`config.mk`:
```
export PLATFORM = sky130hd
export DESIGN_NAME = regfile_port_arbiter
export DESIGN_NICKNAME = d
export VERILOG_FILES = /design/src/rtl/lapido_pkg.sv /design/src/rtl/rr_arbiter2.sv /design/src/rtl/regfile_port_arbiter.sv
export SDC_FILE = /design/constraint.sdc
export NUM_CORES = 1
export LEC_CHECK = 0
export ABC_AREA = 1
export CAP_MARGIN = 15
export CELL_PAD_IN_SITES_DETAIL_PLACEMENT = 0
export CELL_PAD_IN_SITES_GLOBAL_PLACEMENT = 2
export CORE_MARGIN = 10
export CORE_UTILIZATION = 10
export DETAILED_ROUTE_END_ITERATION = 6
export PLACE_DENSITY = 0.95
export SYNTH_ARGS = -nofsm -noshare
export SYNTH_HDL_FRONTEND = slang
export SYNTH_SLANG_ARGS = --single-unit
```
`constraint.sdc`:
```
create_clock -name clock -period 1.1 [get_ports clock]
set_input_delay 0.11 -clock clock [delete_from_list [all_inputs] [get_ports clock]]
set_output_delay 0.11 -clock clock [all_outputs]
set_load 0.02 [all_outputs]
```
`src/rtl/lapido_pkg.sv`:
```
// Shared widths and arbiter state encoding for the register-file port arbiter.
package lapido_pkg;

    localparam int unsigned DATA_W = 32;
    localparam int unsigned ADDR_W = 4;

    typedef enum logic [1:0] {
        StIdle  = 2'd0,
        StWrite = 2'd1,
        StRead  = 2'd2
    } state_e;

endpackage

```
`src/rtl/rr_arbiter2.sv`:
```
// Two-way round-robin selector; the pointer moves past the granted requester
// only when the caller actually consumes the grant.
module rr_arbiter2 (
    input  logic       clock,
    input  logic       reset,
    input  logic [1:0] req,
    input  logic       advance,
    output logic [1:0] gnt
);

    logic rr_q, rr_d;

    always_comb begin
        gnt = req;
        if (req == 2'b11) begin
            gnt = rr_q ? 2'b10 : 2'b01;
        end
    end

    // After granting wr0 the pointer favours wr1 next, and vice versa.
    always_comb begin
        rr_d = rr_q;
        if (advance && (gnt != 2'b00)) begin
            rr_d = gnt[0];
        end
    end

    always_ff @(posedge clock) begin
        if (!reset) begin
            rr_q <= 1'b0;
        end else begin
            rr_q <= rr_d;
        end
    end

endmodule

```
`src/rtl/regfile_port_arbiter.sv`:
```
// Arbitrates two writeback ports and one operand-read port onto a single-ported
// register file with synchronous reads; reads win after STARVE_MAX write grants.
module regfile_port_arbiter #(
    parameter int unsigned DATA_W     = lapido_pkg::DATA_W,
    parameter int unsigned ADDR_W     = lapido_pkg::ADDR_W,
    parameter int unsigned STARVE_MAX = 2
) (
    input  logic              clock,
    input  logic              reset,
    input  logic              wr0_valid,
    output logic              wr0_ready,
    input  logic [ADDR_W-1:0] wr0_addr,
    input  logic [DATA_W-1:0] wr0_data,
    input  logic              wr1_valid,
    output logic              wr1_ready,
    input  logic [ADDR_W-1:0] wr1_addr,
    input  logic [DATA_W-1:0] wr1_data,
    input  logic              rd_valid,
    output logic              rd_ready,
    input  logic [ADDR_W-1:0] rd_addr_a,
    input  logic [ADDR_W-1:0] rd_addr_b,
    output logic              rd_resp_valid,
    output logic [DATA_W-1:0] rd_data_a,
    output logic [DATA_W-1:0] rd_data_b,
    output logic              rf_enable,
    output logic [ADDR_W-1:0] rf_in_c,
    output logic [DATA_W-1:0] rf_e,
    output logic [ADDR_W-1:0] rf_out_a,
    output logic [ADDR_W-1:0] rf_out_b,
    input  logic [DATA_W-1:0] rf_a,
    input  logic [DATA_W-1:0] rf_b
);

    import lapido_pkg::*;

    localparam int unsigned SW = $clog2(STARVE_MAX + 2);

    state_e            state_q, state_d;
    logic [SW-1:0]     starve_q, starve_d;
    logic [ADDR_W-1:0] out_a_q, out_a_d;
    logic [ADDR_W-1:0] out_b_q, out_b_d;

    logic [1:0] wr_req, wr_gnt;
    logic       any_wr, starved, rd_grant, wr_grant;

    // Requests are masked during reset so nothing is granted or advanced.
    assign wr_req = {wr1_valid, wr0_valid} & {2{reset}};
    assign any_wr = |wr_req;

    rr_arbiter2 u_rr_arbiter2 (
        .clock   (clock),
        .reset   (reset),
        .req     (wr_req),
        .advance (wr_grant),
        .gnt     (wr_gnt)
    );

    always_comb begin
        starved  = (starve_q == SW'(STARVE_MAX));
        rd_grant = reset && rd_valid && (!any_wr || starved);
        wr_grant = any_wr && !rd_grant;

        wr0_ready = wr_grant && wr_gnt[0];
        wr1_ready = wr_grant && wr_gnt[1];
        rd_ready  = rd_grant;

        rf_enable = wr_grant;
        rf_in_c   = wr_gnt[1] ? wr1_addr : wr0_addr;
        rf_e      = wr_gnt[1] ? wr1_data : wr0_data;

        // Read addresses are held so the register file keeps presenting them.
        rf_out_a = rd_grant ? rd_addr_a : out_a_q;
        rf_out_b = rd_grant ? rd_addr_b : out_b_q;

        rd_resp_valid = reset && (state_q == StRead);
        rd_data_a     = rf_a;
        rd_data_b     = rf_b;
    end

    always_comb begin
        state_d  = StIdle;
        starve_d = starve_q;
        out_a_d  = rf_out_a;
        out_b_d  = rf_out_b;

        if (wr_grant) begin
            state_d = StWrite;
        end else if (rd_grant) begin
            state_d = StRead;
        end

        if (!rd_valid || rd_grant) begin
            starve_d = '0;
        end else if (wr_grant && !starved) begin
            starve_d = starve_q + SW'(1);
        end
    end

    always_ff @(posedge clock) begin
        if (!reset) begin
            state_q  <= StIdle;
            starve_q <= '0;
            out_a_q  <= '0;
            out_b_q  <= '0;
        end else begin
            state_q  <= state_d;
            starve_q <= starve_d;
            out_a_q  <= out_a_d;
            out_b_q  <= out_b_d;
        end
    end

endmodule

```
==> results.md <==
* Critical path cell sequence: o21bai_4 -> buf_12 -> buf_8 -> buf_16 -> nand2_1 -> o21ai_2 -> buf_6
* WL/cell at 12.98 um
* Highest-delay cell along the critical path: dfxtp_2
* Fill cells at 1,764
* Dpl hpwl at 5.220 mm
* Post-Syn Nets at 419
* Gr usage total at 6.729%
* Register area at 262.8 um2
* Synth cell types at 17
* CP peak stage delay at 0.33 ns
* Peak VDD IR at 0.6659 mV
* Post-route clock period utilization at 140.3%
* DIE WIDTH at 146.5 um
* ANT nets after route at 0
* Ys Warns at 0
* Pleak at 1.706 nW
* Vias in the first global route at 2,125
* Worst Path Arrival at 1.43 ns
* Compound-Gate Fraction of Synth Area at 13.38%
* Worst Path Max Fanout at 8
* #FFs+latches synth at 13
* Port Buffers at 133
* Total of max-cap violations at 0
* Final Hold Fails at 0
* Post-Synth XOR/XNOR Area at 0%
* Post-layout min period at 1.544 ns
* Failing checks: negative setup slack
* Initial core utilization at 10.14%
* Clock Latency Late Sink at 0.24 ns
* CTS max path bufs at 2
* Htree depth at 1
* Post-synth ARST share at 0%
* GRT met2 Usage at 11.99%
* GP Congestion at 0.6875
* Final Instance Count excl. Fillers at 586
* Clk pin slew, worst setup/hold paths at 0.05 ns
* Placed cell count at 564
* Final Skew at 0.001790 ns
* Core ar. at 0.01577 mm2
* Crit path kind: reg2out
* Total gr overflow at 0
* Startpoint types: register
* Multi-input combinational cell area at 908.4 um2
* Post-Synth Adder-Cell Area at 0.7825%
* Simple-gate share of the synthesized area at 22.30%
* Met1 Use GR at 6.861%
* Syn Area/Cell at 5.944 um2
* Hold_buf cts at 0
* Initial antenna violation count at 0
* Die area at 0.02145 mm2
* CTS Sinks at 13
* Layout cell share with drive strength beyond 1 at 47.03%
* Mux share of post-synthesis cell area at 0%
* Fin. max-slew vios at 0
* Final setup fails at 57
* DR iter-0 viols at 27
* Cell Pwr Density at 770.2 mW/mm2
* TNS Setup at -18.28 ns
* Setup WS pre-CTS at -1.037 ns
* Slew at the pin closest to its max-slew limit at 0.2419 ns
* # DRC at 0
* Fin worst setup slack at -0.4436 ns
* Status: finished with violations
* First-pass GRT wire length at 11.81 mm
* F_max at 647.8 MHz
* Final #Nets at 521
* Largest net degree at the start of global routing at 16
* Post-Synthesis Cells at 269
* IO Count at 262
* Via count at 1,904
* EDFF count, synth at 0
* Vias per std cell at 3.249
* Root Driver: clkbuf_16
* Post-Route WL at 7.608 mm
* Clock buffer count from CTS at 3
* Area growth from synthesis to layout at 125.8%
* Diodes inserted at 0
* Setup crit end kind: output pin
* GRT Max-Usage Layer: met2
* Drt first pass iters at 4
* CTS tree: built
* Max-slew headroom at 83.87%
* Dominant synthesized flop cell: dfxtp_1
* Seq/Total Area, Yosys at 16.28%
* Minimum hold slack at 0.2200 ns
* Main combinational cell family by area after synthesis: buffers and inverters
* GR met3 Demand/Resource at 3.276%
* Hold WC Path Type: in2out
* Die Ht at 146.5 um
* Required time of the critical path at 0.99 ns
* Row cnt at 46
* Mapped cell area at 0.001599 mm2
* RSZ-0062 raised after global routing: yes
state kept, by name (all words and copies together), names as in the netlist:
name                count
state_q                 2
starve_q                2
u_rr_arbiter2.rr_q      1
out_b_q                 4
out_a_q                 4
placed cells by master, fill, tap and decap left out, types with 3 or more instances in the layout:
master            n
o21ai_1           9
buf_4            19
nand2_2          24
buf_6            51
clkbuf_16         3
buf_12            7
nand3b_1          8
o21ai_4           5
dfxtp_1          11
nand2_4           9
inv_2            13
clkdlybuf4s50_1  81
nor2_1            8
buf_16            5
o21ai_2          23
nand2_1          27
dlygate4sd2_1     3
inv_1            45
final timing paths:
check / startpoint / endpoint / slack [ns] / cells after the start
max: u_rr_arbiter2.rr_q / rf_e[17] / -0.44 / 7
min reg2reg: starve_q[0] / starve_q[0] / 0.42 / 1
max reg2reg: starve_q[0] / u_rr_arbiter2.rr_q / -0.15 / 9
min: rf_a[30] / rd_data_a[30] / 0.22 / 0
synth_stat cells (2+ instances only):
cell / number / area, um2
a21oi_1: 2 / 10.01
buf_2: 4 / 20.02
buf_4: 64 / 480.5
clkbuf_2: 3 / 15.01
clkinv_1: 2 / 7.510
dfxtp_1: 13 / 260.3
inv_1: 59 / 221.5
nand2_1: 56 / 210.2
nand2_2: 4 / 25.02
nand3b_1: 8 / 60.06
nor2_1: 12 / 45.04
o21ai_0: 37 / 185.2
cell families (layout without fill, tap and decap cells):
| kind of cell | Yosys count | after routing |
|---|---|---|
| buf+inv | 133 | 233 |
| simple gates | 82 | 83 |
| flops | 13 | 13 |
| compound gates | 40 | 40 |
| fa+ha+maj | 1 | 1 |
area by class of cell:
cell class,instances,share of cell area (%)
Multi-Input combinational cell,124,25.16
Inverter,61,6.618
Tap cell,216,7.484
Clock buffer,4,2.183
Timing Repair Buffer,168,51.28
Sequential cell,13,7.277
layer usage:
metal	share of wire, %	up-vias
met5	0	-
met4	2.0	0
met3	10	25
met2	50	102
met1	38	840
li1	-	937
per-stage QoR:
| stage | instance area, um2 | utilization (%) | power, mW |
|---|---|---|---|
| global route | 3611 | 22.90 | 2.933 |
| detailed placement | 2850 | 18.07 | 1.701 |
| CTS | 3412 | 21.64 | 2.693 |
| global placement | 2850 | 18.07 | 1.698 |
| floorplan | 1615 | - | 1.310 |
| finish | 3611 | 22.90 | 2.781 |
worst max-delay path: cells and delay by family (launching register included):
family	cells	cell delay [ns]
buf+inv	4	0.54
flops	1	0.33
compound gates	2	0.24
simple gates	1	0.08
power by group:
group	internal (mW)	total (mW)	leakage, nW	switching (mW)
clock network	0.490	0.704	0.0382	0.214
registers	0.500	0.509	0.108	0.00917
logic	0.872	1.57	1.56	0.696
repair_timing:
item,4_1_cts,5_1_grt
buffers inserted,15,2
hold endpoints to repair,0,0
pin swaps,17,8
setup endpoints to repair,62,58
resized for setup,391,70
cloned,7,0
No activity file was read; power rests on OpenSTA's default activity.
